<file path="src/rtl/mic_array_pkg.sv">
// Shared types and defaults for the multi-channel Pmod MIC capture block.
package mic_array_pkg;

    typedef enum logic [1:0] {
        StIdle,
        StSetup,
        StShift,
        StQuiet
    } mic_state_e;

    localparam int unsigned DefNumCh       = 2;
    localparam int unsigned DefDataW       = 12;
    localparam int unsigned DefFrameBits   = 16;
    localparam int unsigned DefLeadZeros   = 4;
    localparam int unsigned DefClkDiv      = 8;
    localparam int unsigned DefCsIdleClks  = 8;
    localparam int unsigned DefSamplePer   = 2500;

    // Accepting cycle + setup half period + all SCLK periods.
    function automatic int unsigned frame_clks(input int unsigned clk_div,
                                               input int unsigned frame_bits);
        return 1 + clk_div / 2 + frame_bits * clk_div;
    endfunction

endpackage

</file>
<file path="src/rtl/spi_sclk_gen.sv">
// SCLK divider: high half (setup), then low/high halves; strobes mark the end of
// each low half (sample point) and each high half (period end).
module spi_sclk_gen #(
    parameter int unsigned CLK_DIV = 8
) (
    input  logic clk,
    input  logic rst,
    input  logic en,
    input  logic last,
    output logic sclk,
    output logic sample_stb,
    output logic period_end
);
    localparam int unsigned Half = CLK_DIV / 2;
    localparam int unsigned CntW = (Half > 1) ? $clog2(Half) : 1;

    logic [CntW-1:0] cnt_q, cnt_d;
    logic            sclk_q, sclk_d;
    logic            half_end;

    assign half_end   = en && (cnt_q == CntW'(Half - 1));
    assign sample_stb = half_end && !sclk_q;
    assign period_end = half_end && sclk_q;
    assign sclk       = sclk_q;

    always_comb begin
        cnt_d  = cnt_q;
        sclk_d = sclk_q;
        if (!en) begin
            cnt_d  = '0;
            sclk_d = 1'b1;
        end else if (half_end) begin
            cnt_d  = '0;
            // Final high half must not drop SCLK again before CS rises.
            sclk_d = !sclk_q || last;
        end else begin
            cnt_d = cnt_q + CntW'(1);
        end
    end

    always_ff @(posedge clk or posedge rst) begin
        if (rst) begin
            cnt_q  <= '0;
            sclk_q <= 1'b1;
        end else begin
            cnt_q  <= cnt_d;
            sclk_q <= sclk_d;
        end
    end

endmodule

</file>
<file path="src/rtl/pmod_mic_array.sv">
// Multi-channel SPI capture for ADCS7476-style microphones: shared SCLK/CS,
// per-channel MISO, all channels delivered as one word under valid/ready.
module pmod_mic_array
    import mic_array_pkg::*;
#(
    parameter int unsigned NUM_CH        = DefNumCh,
    parameter int unsigned DATA_W        = DefDataW,
    parameter int unsigned FRAME_BITS    = DefFrameBits,
    parameter int unsigned LEAD_ZEROS    = DefLeadZeros,
    parameter int unsigned CLK_DIV       = DefClkDiv,
    parameter int unsigned CS_IDLE_CLKS  = DefCsIdleClks,
    parameter int unsigned SAMPLE_PERIOD = DefSamplePer
) (
    input  logic                     clk,
    input  logic                     rst,
    input  logic                     mode,
    input  logic                     read,
    input  logic [NUM_CH-1:0]        MISO,
    input  logic                     ready,
    input  logic                     overrun_clr,
    output logic                     SCLK,
    output logic                     CS,
    output logic [NUM_CH*DATA_W-1:0] audio,
    output logic                     new_data,
    output logic                     busy,
    output logic                     overrun
);
    localparam int unsigned BitW   = $clog2(FRAME_BITS + 1);
    localparam int unsigned QuietW = $clog2(CS_IDLE_CLKS + 1);
    localparam int unsigned MinPer = frame_clks(CLK_DIV, FRAME_BITS) + CS_IDLE_CLKS;
    // A shorter period could never be honoured, so clamp to the shortest usable one.
    localparam int unsigned Period = (SAMPLE_PERIOD < MinPer) ? MinPer : SAMPLE_PERIOD;
    localparam int unsigned TimerW = $clog2(Period + 1);

    mic_state_e          state_q, state_d;
    logic [BitW-1:0]     bit_cnt_q, bit_cnt_d;
    logic [QuietW-1:0]   quiet_q, quiet_d;
    logic [TimerW-1:0]   timer_q, timer_d;
    logic                cs_q, busy_q, new_data_q, new_data_d, overrun_q, overrun_d;
    logic [NUM_CH*DATA_W-1:0] audio_q, frame_word;
    logic                tick, last_bit, frame_done, capture;
    logic                sclk_en, sample_stb, period_end;

    assign tick     = mode && (timer_q == TimerW'(Period - 1));
    assign sclk_en  = (state_q == StSetup) || (state_q == StShift);
    assign last_bit = (state_q == StShift) && (bit_cnt_q == BitW'(FRAME_BITS - 1));
    assign capture  = (state_q == StShift) && sample_stb
                      && (bit_cnt_q >= BitW'(LEAD_ZEROS))
                      && (bit_cnt_q < BitW'(LEAD_ZEROS + DATA_W));

    spi_sclk_gen #(
        .CLK_DIV(CLK_DIV)
    ) u_sclk_gen (
        .clk       (clk),
        .rst       (rst),
        .en        (sclk_en),
        .last      (last_bit),
        .sclk      (SCLK),
        .sample_stb(sample_stb),
        .period_end(period_end)
    );

    for (genvar k = 0; k < NUM_CH; k++) begin : g_ch
        logic [DATA_W-1:0] sr_q;
        always_ff @(posedge clk or posedge rst) begin
            if (rst) begin
                sr_q <= '0;
            end else if (capture) begin
                sr_q <= (sr_q << 1) | DATA_W'(MISO[k]);
            end
        end
        assign frame_word[k*DATA_W +: DATA_W] = sr_q;
    end

    always_comb begin
        state_d    = state_q;
        bit_cnt_d  = bit_cnt_q;
        quiet_d    = quiet_q;
        frame_done = 1'b0;
        case (state_q)
            StIdle: begin
                if (mode ? tick : read) state_d = StSetup;
            end
            StSetup: begin
                if (period_end) begin
                    state_d   = StShift;
                    bit_cnt_d = '0;
                end
            end
            StShift: begin
                if (period_end) begin
                    if (last_bit) begin
                        state_d    = StQuiet;
                        quiet_d    = '0;
                        frame_done = 1'b1;
                    end else begin
                        bit_cnt_d = bit_cnt_q + BitW'(1);
                    end
                end
            end
            StQuiet: begin
                if (quiet_q == QuietW'(CS_IDLE_CLKS - 1)) state_d = StIdle;
                else quiet_d = quiet_q + QuietW'(1);
            end
            default: state_d = StIdle;
        endcase
    end

    always_comb begin
        timer_d = '0;
        if (mode && !tick) timer_d = timer_q + TimerW'(1);
    end

    // Completion without a same-cycle handshake overwrites the pending word.
    always_comb begin
        new_data_d = new_data_q;
        overrun_d  = overrun_q;
        if (frame_done) begin
            new_data_d = 1'b1;
            if (new_data_q && !ready) overrun_d = 1'b1;
            else if (overrun_clr) overrun_d = 1'b0;
        end else begin
            if (new_data_q && ready) new_data_d = 1'b0;
            if (overrun_clr) overrun_d = 1'b0;
        end
    end

    always_ff @(posedge clk or posedge rst) begin
        if (rst) begin
            state_q    <= StIdle;
            bit_cnt_q  <= '0;
            quiet_q    <= '0;
            timer_q    <= '0;
            cs_q       <= 1'b1;
            busy_q     <= 1'b0;
            new_data_q <= 1'b0;
            overrun_q  <= 1'b0;
            audio_q    <= '0;
        end else begin
            state_q    <= state_d;
            bit_cnt_q  <= bit_cnt_d;
            quiet_q    <= quiet_d;
            timer_q    <= timer_d;
            cs_q       <= !((state_d == StSetup) || (state_d == StShift));
            busy_q     <= (state_d != StIdle);
            new_data_q <= new_data_d;
            overrun_q  <= overrun_d;
            if (frame_done) audio_q <= frame_word;
        end
    end

    assign CS       = cs_q;
    assign busy     = busy_q;
    assign new_data = new_data_q;
    assign overrun  = overrun_q;
    assign audio    = audio_q;

endmodule

</file>
<file path="config.mk">
export PLATFORM = sky130hd
export DESIGN_NAME = pmod_mic_array
export DESIGN_NICKNAME = d
export VERILOG_FILES = /design/src/rtl/mic_array_pkg.sv /design/src/rtl/spi_sclk_gen.sv /design/src/rtl/pmod_mic_array.sv
export SDC_FILE = /design/constraint.sdc
export NUM_CORES = 1
export LEC_CHECK = 0
export ABC_CLOCK_PERIOD_IN_PS = 2900
export BUFFER_PORTS_ARGS = -buffer_cell sky130_fd_sc_hd__buf_2
export CAP_MARGIN = 20
export CORE_MARGIN = 1.5
export CORE_UTILIZATION = 40
export CTS_BUF_LIST = sky130_fd_sc_hd__clkbuf_8 sky130_fd_sc_hd__clkbuf_16
export DETAILED_ROUTE_END_ITERATION = 16
export HOLD_SLACK_MARGIN = 0.1
export PLACE_DENSITY = 0.57
export RECOVER_POWER = 100
export SYNTH_ARGS = -nofsm -noshare
export SYNTH_HDL_FRONTEND = slang
export SYNTH_HIERARCHICAL = 1
export SYNTH_SLANG_ARGS = --single-unit
</file>
<file path="constraint.sdc">
create_clock -name clk -period 2.9 [get_ports clk]
set_input_delay 0.145 -clock clk [delete_from_list [all_inputs] [get_ports clk]]
set_output_delay 0.145 -clock clk [all_outputs]
set_load 0.1 [all_outputs]
</file>
* Word-level counts from Yosys, hierarchy flattened
Cells that the tools add are included.
Storage, ports and cells: output and inout port bits 29, logic and storage cells 89, input port bits 8, bits in registers 78
Cells by class: bitwise logic cells 2, reduce and logical (&&, ||, !) cells 25, magnitude comparators 2, muxes and demuxes 28, eq/ne operators 15, $add $sub $neg 4
Operator list (number):
- OR 12 x 1 -> 12 bit | 2
- two-way mux 5 bit | 3
- two-way mux 2 bit | 7
- adder 12 x 1 -> 12 bit (second input constant) | 1
- == test 12 bit (second input constant) | 1
- two-way mux 12 bit | 1
- two-way mux 4 bit | 3
- logical AND 1 bit | 11
- two-way mux 1 bit | 11
- inequality test 2 bit (second input constant) | 5
- case mux 5 bit (2 select lines) | 1
- == test 2 bit (second input constant) | 4
- case mux 2 bit (4 select lines) | 1
- case mux 4 bit (2 select lines) | 1
- AND reduction 4 bit | 2
- nonzero test 2 bit | 4
- adder 5 x 1 -> 5 bit (second input constant) | 1
- == test 5 x 4 -> 1 bit (second input constant) | 1
- >= comparator 5 x 3 -> 1 bit (second input constant) | 1
- less-than comparator 5 bit (second input constant) | 1
- adder 4 x 1 -> 4 bit (second input constant) | 1
- == test 2 x 1 -> 1 bit (second input constant) | 2
- == test 4 x 3 -> 1 bit (second input constant) | 1
- logical NOT 1 bit | 4
- 4 further kinds | 6

* Logic depth before layout (Yosys ltp)
Gate-level depths: netlist of the first run.
word-level depth 9, mapped depth 9, gate-level depth less buffers 8

* Hierarchy
The synthesis of the first run kept the hierarchy.
Modules (own cells, without submodules):
- pmod_mic_array | area each 3333.2 sq um, cells each 258, instances 1, sequential area each 1878.1 sq um
- spi_sclk_gen | area each 146.4 sq um, cells each 13, instances 1, sequential area each 76.3 sq um

* Worst setup path after synthesis of the first run
OpenSTA, ideal clock, no wires.
path type register -> register, start register u_sclk_gen.sclk_q, in the netlist u_sclk_gen/sclk, end register cs_q, in the netlist CS, arrival time 2282 ps, cell stages (with the launch flop) 7, buffers on the path 0, setup time 72 ps, setup slack 545 ps, data required time 2828 ps, clock period less this slack 2355 ps, cell sequence dfstp_2 -> and3_2 -> inv_1 -> o31a_1 -> or4_1 -> ha_1 -> inv_1
Between the ends: cells in the longest elaborated chain, start to end 6, elaborated cells between the ends (all ways) 8, classes of those cells eq/ne (2); mux (3); reduce/logical (3)
RTL lines:
- start, declared | RTL line spi_sclk_gen.sv:18 | logic sclk_q, sclk_d;
- start signal, assigned | RTL line spi_sclk_gen.sv:47 | sclk_q <= sclk_d;
- logical AND 1 bit (*) | RTL line spi_sclk_gen.sv:23 | assign period_end = half_end && sclk_q;
- via period_end | RTL line pmod_mic_array.sv:42 | logic sclk_en, sample_stb, period_end;
- two-way mux 2 bit (on tied branches) | RTL line pmod_mic_array.sv:91, pmod_mic_array.sv:85
- case mux 2 bit (4 select lines) (*) | RTL line pmod_mic_array.sv:80 | case (state_q)
- == test 2 x 1 -> 1 bit / == test 2 bit (equally long branches) | RTL line pmod_mic_array.sv:144 | cs_q <= !((state_d == StSetup) || (state_d == StShift));
- logical OR 1 bit (*) | RTL line pmod_mic_array.sv:144
- logical NOT 1 bit (*) | RTL line pmod_mic_array.sv:144
- end signal, assigned | RTL line pmod_mic_array.sv:144
- end, declared | RTL line pmod_mic_array.sv:39 | logic cs_q, busy_q, new_data_q, new_data_d, overrun_q, overrun_d;
Mark *: on every way through the listed nets, which the timed path passes. The rest lies on a longest branch. A chain may end at the register's enable or synchronous reset.

* Worst setup path after layout of the first run
start register timer_q[0], end register timer_q[3]
Between the ends: cells in the longest elaborated chain, start to end 5, elaborated cells between the ends (all ways) 6, classes of those cells add/sub (1); eq/ne (1); mux (1); reduce/logical (3)
RTL lines:
- start, declared | RTL line pmod_mic_array.sv:38 | logic [TimerW-1:0] timer_q, timer_d;
- start signal, assigned | RTL line pmod_mic_array.sv:143 | timer_q <= timer_d;
- branches (longest 4 deep; another with adder 12 x 1 -> 12 bit)
- two-way mux 12 bit (*) | RTL line pmod_mic_array.sv:111 | if (mode && !tick) timer_d = timer_q + TimerW'(1);
- via timer_d[3] | RTL line pmod_mic_array.sv:38
Mark *: on every way through the listed nets, which the timed path passes.

==> summary.md, run 1 <==
| Metric | Value |
|---|---|
| Met3 WL | `231 µm` |
| Layout Nets | `341` |
| FP Rows | `33` |
| RSZ-0062 raised after global routing | `no` |
| Arr. time, crit path | `2.68 ns` |
| Die span in y | `96.3 µm` |
| Sequential cell area | `1950 µm²` |
| Layout area overhead | `14.2%` |
| Starting Density | `41.7%` |
| Fin crit period | `2.51 ns` |
| First-pass GRT wire length | `10100 µm` |
| Setup TNS | `0 ns` |
| CP required | `3.08 ns` |
| WHS Path Cells | `3` |
| Residual DRC | `0` |
| Vias in the first global route | `2178` |
| Routability cong. | `0.748` |
| CP max stage delay | `1.08 ns` |
| # IOs | `37` |
| Dpl hpwl | `3940 µm` |
| Leak Pwr | `0.00187 µW` |
| Worst-path clk slew | `0.09 ns` |
| CTS Sinks | `78` |
| EDFF count, synth | `0` |
| Yosys cell types | `51` |
| Highest Signal Layer | `met4` |
| Pwr/cell area | `586 nW/µm²` |
| Synth async-reset ratio | `100%` |
| Slowest CP cell | `o31ai_1` |
| Final Core Density | `47.6%` |
| Routed met2 length | `2660 µm` |
| FILL cells | `779` |
| Cells after Synth | `271` |
| Metal-1 WL | `3000 µm` |
| Wire length per cell | `13.8 µm` |
| Startpoint Class | `flip-flop` |
| Post-CTS Setup Bufs | `0` |
| Worst-Margin Slew | `1.83 ns` |
| Number of diodes | `0` |
| Reg2Reg Depth | `4` |
| Final hold slack | `0.183 ns` |
| CP endpoint kind | `flip-flop` |
| Violated checks | `capacitance limit, slew limit` |
| Total global-route track usage | `14.5%` |
| Root Driver | `clkbuf_8` |
| DRT Pass-1 Iters | `5` |
| Core ar. | `8340 µm²` |
| Synth warn | `6` |
| Worst VDD drop | `0.000284 V` |
| Antenna violations before repair | `0` |
| Via count | `2259` |
| Maximum clock rate | `399 MHz` |
| Fin area | `3970 µm²` |
| Critical Path, Cell by Cell | `ha_1 -> or4b_4 -> o31ai_1 -> nor2_1` |
| Final worst-path cycle share | `86.4%` |
| DR vias/cell | `5.23` |
| WS Path Type | `flip-flop to flip-flop` |
| Port Buffers | `36` |
| Synth Register Bits | `78` |
| Multi-input gate area | `1400 µm²` |
| DIE AREA | `9270 µm²` |
| Worst slack, placed | `0.555 ns` |
| Max-Slew Margin vs Limit | `-21.8%` |
| Antenna Nets Post-Route | `0` |
| Stages on worst setup path | `4` |
| CTS HTree Levels | `3` |
| Final hold vios | `0` |
| Final setup viols | `0` |
| Routed WL | `5980 µm` |
| Overflow left after global routing | `0` |
| Fin. max-slew vios | `35` |
| Final Skew | `0.0112 ns` |
| Worst Path Max Fanout | `11` |
| Hold_buf cts | `7` |
| Max Cap Viol | `1` |
| Main synth FF type | `dfrtp_1` |
| Post-cts sizing count | `0` |
| Ratio of cells with drive above 1 in the final layout | `26.3%` |
| Num CTS Buffers | `9` |
| Worst-Skew Late Latency | `0.35 ns` |
| Status | `finished with violations` |
| Area after DPL | `3780 µm²` |
| Mean post-synth cell area | `12.8 µm²` |
| WP buf/inv | `0` |
| Clock Path Buffers | `2` |
| Syn Nets | `290` |
| Die width | `96.3 µm` |
| Fin worst setup slack | `0.395 ns` |
| Pin count of the biggest net entering global routing | `42` |
| Sequential fraction of the synthesis area | `56.2%` |
| Initial DRC Count | `95` |
| Family with the most delay on the worst path | `compound AO/OA/AOI/OAI gates` |
| Tightest Hold Check Type | `input pin to flip-flop` |
| CTS tree | `built` |
| Cell Area, Synth | `3480 µm²` |
-- flip-flops by register name, indices dropped and copies added, names as in the netlist --
| register | count |
|---|---|
| g_ch.sr_q | 24 |
| audio | 24 |
| timer_q | 12 |
| u_sclk_gen/sclk | 1 |
| new_data | 1 |
| quiet_q | 4 |
| busy | 1 |
| u_sclk_gen/cnt_q | 2 |
| bit_cnt_q | 5 |
| CS | 1 |
| state_q | 2 |
| overrun | 1 |
-- routing by layer --
layer / global-route usage (%) / vias to the layer above
met5: 0 / -
met4: 5.88 / 0
met3: 3.55 / 8
met2: 22.0 / 52
met1: 19.9 / 1113
li1: - / 1086
-- synth_stat cells (all sizes together) (2+ instances only) --
cell,n,area (µm²)
dfrtp,76,1900
mux2,50,563
inv,15,56.3
ha,11,138
nand2,11,41.3
a21oi,10,50.1
nand3,10,50.1
o21ai,9,48.8
buf,8,51.3
nor2,8,30.0
a22o,5,43.8
o31ai,4,43.8
or3,4,25.0
or4,4,30.0
and3b,3,27.5
nand2b,3,18.8
nand4,3,18.8
nor2b,3,18.8
a211oi,2,15.0
and2,2,12.5
and3,2,13.8
dfstp,2,52.6
nand4b,2,17.5
nor4,2,27.5
or2,2,12.5
xnor2,2,17.5
-- per-stage QoR --
step / power, µW / cells
2_1_floorplan: 1520 / 271
3_3_place_gp: 1590 / 409
3_5_place_dp: 1590 / 409
4_1_cts: 2370 / 432
5_1_grt: 2460 / 432
6_report: 2330 / 432
-- area by class of cell --
cell class / count / area share, %
clock inverters: 7 / 1.61
flip-flops and latches: 78 / 49.2
inverters: 15 / 1.42
multi-input cells: 170 / 35.3
well taps: 105 / 3.31
repair buffers: 48 / 6.08
clock buffers: 9 / 3.12
-- worst paths after layout --
path,start,to,slack (ns)
worst max-delay path,timer_q[0],timer_q[3],0.39
worst min-delay path,read,state_q[1],0.18
worst max register to register,timer_q[0],timer_q[3],0.39
worst min register to register,u_sclk_gen/cnt_q[0],u_sclk_gen/cnt_q[0],0.45
max in group asynchronous,rst,audio[6],0.86
min in group asynchronous,rst,u_sclk_gen/cnt_q[0],0.20
-- layout by cell type (no fill, tap or decap), types with 3 or more instances in the layout --
| cell type | count |
|---|---|
| dlygate4sd3_1 | 7 |
| nor2_1 | 7 |
| or4_1 | 4 |
| a22o_1 | 5 |
| a21oi_1 | 10 |
| nand4_1 | 3 |
| nand2_1 | 11 |
| nand2b_1 | 3 |
| buf_2 | 6 |
| dfrtp_1 | 76 |
| o21ai_0 | 9 |
| ha_1 | 11 |
| nor2b_1 | 3 |
| inv_1 | 14 |
| clkbuf_8 | 9 |
| nand3_1 | 10 |
| o31ai_1 | 4 |
| clkbuf_1 | 31 |
| or3_1 | 4 |
| mux2_2 | 50 |
-- where the power goes --
part           switching [µW]  internal [µW]  leakage (µW)
Combinational             273            112      0.000716
Clock                     436            330     0.0000903
Sequential               35.3           1140       0.00106
-- tightest hold or removal path, stage by stage --
cell and delay [ns]:
buf_2 0.08, and3b_1 0.19, nor4_1 0.07
-- kinds of logic (layout without fill, tap and decap cells) --
| logic type | after synthesis | in the layout | share of synthesized area [%] |
|---|---|---|---|
| multiplexers | 50 | 50 | 16.2 |
| XOR/XNOR | 3 | 3 | 0.755 |
| AO/OA/AOI/OAI | 42 | 42 | 8.74 |
| buffers and inverters | 23 | 79 | 3.09 |
| AND/OR/NAND/NOR | 64 | 64 | 11.1 |
| flip-flops | 78 | 78 | 56.2 |
| adder cells (fa/ha/maj) | 11 | 11 | 3.96 |
No activity file was read; power rests on OpenSTA's default activity.
==> inputs of run 2 (changes only) <==
--- a/config.mk
+++ b/config.mk
@@ -15,6 +15,7 @@
 export HOLD_SLACK_MARGIN = 0.1
 export PLACE_DENSITY = 0.57
 export RECOVER_POWER = 100
+export SETUP_SLACK_MARGIN = 0.5
 export SYNTH_ARGS = -nofsm -noshare
 export SYNTH_HDL_FRONTEND = slang
 export SYNTH_HIERARCHICAL = 1
==> run 2 against run 1 <==
  * The flow still finishes with violations (capacitance limit, slew limit)
  * Non-clock buffer count up 1
  * Sequential share of layout area down 0.26 points
  * Global-route usage unchanged
  * Total power up 0.65%
  * Worst hold slack worse by 0.0026 ns
  * Clock power about the same
  * First-iteration DRC count up 25%
  * Register-to-register slack better by 0.10 ns
  * Sequential power about the same
  * Critical path type unchanged
  * Highest routed layer unchanged
==> summary.md, run 2 (same netlist as run 1, synthesis figures left out) <==
| Metric | Value |
|---|---|
| CTS HTree Levels | `3 (unchanged)` |
| CP max stage delay | `0.47 ns (-0.61 ns)` |
| Final Core Density | `47.9% (+0.25 points)` |
| Via count | `2275 (+0.71%)` |
| Starting Density | `41.7% (unchanged)` |
| Slowest CP cell | `or4_1` |
| Max Cap Viol | `1 (unchanged)` |
| CP required | `3.20 ns (+0.12 ns)` |
| Worst slack, placed | `0.555 ns (unchanged)` |
| Routed WL | `5960 µm (-0.22%)` |
| Worst setup startpoint | `state_q[1]` |
| Tightest Hold Check Type | `input pin to flip-flop` |
| Die width | `96.3 µm (unchanged)` |
| Final worst-path cycle share | `82.8% (-3.6 points)` |
| DR vias/cell | `5.25 (+0.48%)` |
| Arr. time, crit path | `2.70 ns (+0.02 ns)` |
| Final setup viols | `0 (unchanged)` |
| # IOs | `37 (unchanged)` |
| First-pass GRT wire length | `10100 µm (unchanged)` |
| Sequential cell area | `1950 µm² (unchanged)` |
| Max-Slew Margin vs Limit | `-22.5% (-0.77 points)` |
| Dpl hpwl | `3940 µm (unchanged)` |
| Initial DRC Count | `119 (+25%)` |
| Worst VDD drop | `0.000285 V (+0.20%)` |
| DIE AREA | `9270 µm² (unchanged)` |
| Worst-path clk slew | `0.09 ns (about the same)` |
| Pin count of the biggest net entering global routing | `42 (unchanged)` |
| Setup TNS | `0 ns (unchanged)` |
| Wire length per cell | `13.8 µm (-0.45%)` |
| Num CTS Buffers | `9 (unchanged)` |
| Commonest non-fill, non-tap cell in the layout | `dfrtp_1` |
| FILL cells | `781 (+0.26%)` |
| Port Buffers | `36 (unchanged)` |
| CP most frequent cell | `inv_1` |
| Fin. max-slew vios | `35 (unchanged)` |
| Family with the most delay on the worst path | `simple AND/OR/NAND/NOR gates` |
| Final Skew | `0.0116 ns (+0.000450 ns)` |
| Routability cong. | `0.748 (unchanged)` |
| Core ar. | `8340 µm² (unchanged)` |
| Total Power | `2340 µW (+0.65%)` |
| HP Start | `read` |
| Worst R2R Start | `state_q[1]` |
| Status | `finished with violations` |
| Fin crit period | `2.40 ns (-0.103 ns)` |
| Layout area overhead | `14.8%` |
| Worst-Skew Late Latency | `0.35 ns (about the same)` |
| Violated checks | `capacitance limit, slew limit` |
| Antenna violations before repair | `0 (unchanged)` |
| CTS tree | `built` |
| Total global-route track usage | `14.5% (unchanged)` |
| Residual DRC | `0 (unchanged)` |
| Pwr/cell area | `587 nW/µm² (+0.12%)` |
| WP buf/inv | `3 (+3)` |
| Commonest non-fill, non-tap cells in the layout | `dfrtp_1, mux2_2, clkbuf_1` |
| Overflow left after global routing | `0 (unchanged)` |
| Die span in y | `96.3 µm (unchanged)` |
| Startpoint Class | `flip-flop` |
| Critical Path, Cell by Cell | `inv_1 -> ha_1 -> and3_1 -> inv_1 -> o31a_1 -> or4_1 -> ha_1 -> inv_1` |
| CP endpoint kind | `flip-flop` |
| Root Driver | `clkbuf_8` |
| Number of diodes | `0 (unchanged)` |
| Fin worst setup slack | `0.497 ns (+0.103 ns)` |
| Ratio of cells with drive above 1 in the final layout | `26.8% (+0.53 points)` |
| Worst-Margin Slew | `1.84 ns (+0.0115 ns)` |
| Final hold vios | `0 (unchanged)` |
| Layout Nets | `342 (+0.29%)` |
| FP Rows | `33 (unchanged)` |
| CTS Sinks | `78 (unchanged)` |
| Leak Pwr | `0.00187 µW (+0.25%)` |
| Vias in the first global route | `2178 (unchanged)` |
| Maximum clock rate | `416 MHz (+4.3%)` |
| WS Path Type | `flip-flop to flip-flop` |
| DRT Pass-1 Iters | `4 (-1)` |
| Multi-input gate area | `1420 µm² (+0.98%)` |
| Worst Path Max Fanout | `7 (-4)` |
| Clock Path Buffers | `2 (unchanged)` |
| Antenna Nets Post-Route | `0 (unchanged)` |
| RSZ-0062 raised after global routing | `no` |
run 2: changes by cell type in the layout (fill, tap and decap cells not counted):
cell | previous run | this run
o21ai_0 | 9 | 8
or4b_4 | 1 | 0
or4b_1 | 0 | 1
buf_4 | 2 | 3
o21ai_2 | 0 | 1
o31ai_4 | 0 | 1
o31ai_1 | 4 | 3
run 2: final cells by class:
class                           count  area share, %
Clock buffer                        9           3.10
Timing Repair Buffer               49           6.23
Sequential cell                    78           48.9
Multi-Input combinational cell    170           35.4
Inverter                           15           1.41
Tap cell                          105           3.29
Clock inverter                      7           1.60
run 2: metal layers:
| metal | GRT usage [%] | up-vias | wire length [µm] |
|---|---|---|---|
| met5 | 0 | - | 0 |
| met4 | 5.88 | 0 | 104 |
| met3 | 3.55 | 11 | 198 |
| met2 | 22.0 | 45 | 2660 |
| met1 | 19.9 | 1129 | 3000 |
| li1 | - | 1090 | - |
run 2: final timing paths:
path	endpoint	slack (ns)	cells past startpoint
max	CS	0.50	8
min	state_q[1]	0.18	3
max reg2reg	CS	0.50	8
min reg2reg	u_sclk_gen/cnt_q[0]	0.46	1
max in group asynchronous	g_ch[0].sr_q[10]	0.85	4
min in group asynchronous	u_sclk_gen/cnt_q[0]	0.20	3
run 2: tightest hold or removal path: cells and delay by family:
family	cells	cell delay, ns
buffers and inverters	1	0.08
and+or+nand+nor	2	0.26
run 2: where the power goes:
group          total [µW]  internal (µW)  leakage [µW]  switching (µW)
Sequential           1180           1140       0.00106            33.2
Combinational         402            122      0.000720             280
Clock                 766            330     0.0000903             436
run 2: what timing repair did:
action                                 in CTS  in global routing
endpoints found under the hold margin      82                  0
hold buffers                                7                  0
buffers inserted                            0                  1
setup endpoints to repair                   0                  3
gates resized for setup                     0                  5
run 2: metrics by stage:
stage          hold WS, ns  std cells  area [µm²]
5_1_grt              0.201        433        3990
3_3_place_gp        0.0306        409        3780
6_report             0.180        433        3990
2_1_floorplan       -0.102        271        3480
4_1_cts              0.162        432        4040
3_5_place_dp        0.0312        409        3780
==> inputs of run 3 (changes only) <==
--- a/config.mk
+++ b/config.mk
@@ -5,7 +5,7 @@
 export SDC_FILE = /design/constraint.sdc
 export NUM_CORES = 1
 export LEC_CHECK = 0
-export ABC_CLOCK_PERIOD_IN_PS = 2900
+export ABC_CLOCK_PERIOD_IN_PS = 2200
 export BUFFER_PORTS_ARGS = -buffer_cell sky130_fd_sc_hd__buf_2
 export CAP_MARGIN = 20
 export CORE_MARGIN = 1.5
@@ -13,7 +13,7 @@
 export CTS_BUF_LIST = sky130_fd_sc_hd__clkbuf_8 sky130_fd_sc_hd__clkbuf_16
 export DETAILED_ROUTE_END_ITERATION = 16
 export HOLD_SLACK_MARGIN = 0.1
-export PLACE_DENSITY = 0.57
+export PLACE_DENSITY = 0.59
 export RECOVER_POWER = 100
 export SETUP_SLACK_MARGIN = 0.5
 export SYNTH_ARGS = -nofsm -noshare
==> constraint.sdc (replaced) <==
create_clock -name clk -period 2.2 [get_ports clk]
set_input_delay 0.11 -clock clk [delete_from_list [all_inputs] [get_ports clk]]
set_output_delay 0.11 -clock clk [all_outputs]
set_load 0.1 [all_outputs]
==> run 3 against run 2 <==
  * The flow now finishes without violations
  * First-iteration DRC count is 4.2% lower
  * Wire length is 15% higher
  * Via count is 4.6% higher
  * Critical endpoint unchanged
  * Fmax is 14% higher
==> summary.md, run 3 (same netlist as run 1, synthesis figures left out) <==
| Metric | Value |
|---|---|
| Die width | `96.3 µm (unchanged)` |
| Commonest non-fill, non-tap cell in the layout | `dfrtp_1` |
| Worst VDD drop | `0.000461 V (+62%)` |
| Cell total after placement | `416 (+1.7%)` |
| DR vias/cell | `5.16 (-1.8%)` |
| Fin crit period | `2.11 ns (-0.291 ns)` |
| DIE AREA | `9270 µm² (unchanged)` |
| CTS Sinks | `78 (unchanged)` |
| CTS tree | `built` |
| FP Rows | `33 (unchanged)` |
| Dpl hpwl | `4060 µm (+3.0%)` |
| Sw Pwr | `988 µW (+32%)` |
| Worst-Margin Slew | `1.18 ns (-0.657 ns)` |
| Initial DRC Count | `114 (-4.2%)` |
| Vias in the first global route | `2360 (+8.4%)` |
| DRT Pass-1 Iters | `4 (unchanged)` |
| Final Skew | `0.00775 ns (-0.00386 ns)` |
| WS Path Type | `flip-flop to flip-flop` |
| Worst Path Max Fanout | `4 (-3)` |
| Worst-path clk slew | `0.08 ns (about the same)` |
| Non-filler instance count after layout | `461 (+6.5%)` |
| Layout Nets | `370 (+8.2%)` |
| CP endpoint kind | `flip-flop` |
| Arr. time, crit path | `2.40 ns (-0.30 ns)` |
| Total Power | `3410 µW (+46%)` |
| Status | `complete, no violations` |
| Die span in y | `96.3 µm (unchanged)` |
| Overflow left after global routing | `0 (unchanged)` |
| FILL cells | `726 (-7.0%)` |
| Max-Slew Margin vs Limit | `21.6% (+44 points)` |
| Routability cong. | `0.759 (+1.4%)` |
| Setup TNS | `0 ns (unchanged)` |
| Leak Pwr | `0.00207 µW (+11%)` |
| Via count | `2379 (+4.6%)` |
| Seq pwr share | `45.3% (-4.9 points)` |
| Final Core Density | `53.3% (+5.4 points)` |
| Clock power share | `34.7% (+2.0 points)` |
| Wire length per cell | `14.8 µm (+7.7%)` |
| Pin count of the biggest net entering global routing | `38 (-9.5%)` |
| CP required | `2.48 ns (-0.72 ns)` |
| Antenna violations before repair | `0 (unchanged)` |
| First-pass GRT wire length | `11400 µm (+12%)` |
| # IOs | `37 (unchanged)` |
| Clock Path Buffers | `2 (unchanged)` |
| Combinational share of power | `19.9% (+2.7 points)` |
| Final hold slack | `0.124 ns (-0.0560 ns)` |
| Residual DRC | `0 (unchanged)` |
| Routed WL | `6840 µm (+15%)` |
| Ratio of cells with drive above 1 in the final layout | `36.0% (+9.1 points)` |
| RSZ-0062 raised after global routing | `yes` |
| Final worst-path cycle share | `96.0% (+13 points)` |
| P_int | `2430 µW (+52%)` |
| Number of diodes | `0 (unchanged)` |
| Antenna Nets Post-Route | `0 (unchanged)` |
| Final setup viols | `0 (unchanged)` |
| Startpoint Class | `flip-flop` |
| Starting Density | `41.7% (unchanged)` |
| Fin. max-slew vios | `0 (-100%)` |
| Final hold vios | `0 (unchanged)` |
| Sw frac | `28.9% (-3.0 points)` |
| Core ar. | `8340 µm² (unchanged)` |
| Root Driver | `clkbuf_8` |
| Worst-Skew Late Latency | `0.34 ns (about the same)` |
| Commonest non-fill, non-tap cells in the layout | `dfrtp_1, mux2_2, clkbuf_1` |
| Pwr/cell area | `768 nW/µm² (+31%)` |
| Num CTS Buffers | `9 (unchanged)` |
| CTS HTree Levels | `3 (unchanged)` |
| Max Cap Viol | `0 (-1)` |
| Tightest Hold Check Type | `input pin to flip-flop` |
| Maximum clock rate | `474 MHz (+14%)` |
| Layout area overhead | `27.7%` |
| Port Buffers | `36 (unchanged)` |
| Total global-route track usage | `16.3% (+1.7 points)` |
-- run 3: worst paths after layout --
check | start | endpoint | slack [ns] | depth (start not counted)
max in group asynchronous | rst | audio[4] | 0.47 | 4
max | state_q[1] | CS | 0.09 | 8
min | read | state_q[1] | 0.12 | 3
min reg2reg | u_sclk_gen/cnt_q[0] | u_sclk_gen/cnt_q[0] | 0.44 | 1
min in group asynchronous | rst | u_sclk_gen/cnt_q[0] | 0.19 | 3
max reg2reg | state_q[1] | CS | 0.09 | 8
-- run 3: timing repair --
action / in CTS / in global routing
pin swaps: 7 / 11
resized for setup: 29 / 27
endpoints found under the hold margin: 24 / 0
buffers inserted: 13 / 5
gates cloned: 5 / 0
endpoints found under the setup margin: 72 / 71
hold buffers: 6 / 0
-- run 3: area by class of cell --
cell class / count / area, µm² / share of cell area (%)
sequential: 78 / 1960 / 44.1
multi-input combinational: 170 / 1560 / 35.0
timing repair buffer: 77 / 518 / 11.7
clock buffer: 10 / 138 / 3.10
tap: 105 / 131 / 2.96
clock inverter: 6 / 86.3 / 1.94
inverter: 15 / 57.6 / 1.30
-- run 3: through the flow --
step | instance area [µm²] | setup WS, ns
after CTS | 4530 | 0.142
final | 4440 | 0.0883
after floorplan | 3520 | -0.0126
after global routing | 4440 | 0.0213
after detailed placement | 3880 | 0.0713
after global placement | 3880 | 0.0839
-- run 3: power by group through the flow --
stage	sequential, µW	clock [µW]	combinational, µW
finish	1550	1190	680
global route	1550	1290	739
CTS	1550	1220	659
detailed placement	1570	0	566
global placement	1570	0	559
floorplan	1730	0	271
-- run 3: layer usage --
layer	global-route usage [%]	routed length [µm]
met2	26.3	3230
met3	4.90	231
met1	21.2	3330
met4	4.17	40
met5	0	0
-- run 3: worst max-delay path, stage by stage, from the launching register on --
cell and delay (ns):
dfrtp_1 0.40, clkbuf_4 0.15, buf_6 0.11, ha_1 0.23
or2_2 0.33, a221o_1 0.30, a211oi_2 0.24, ha_1 0.25
inv_1 0.06
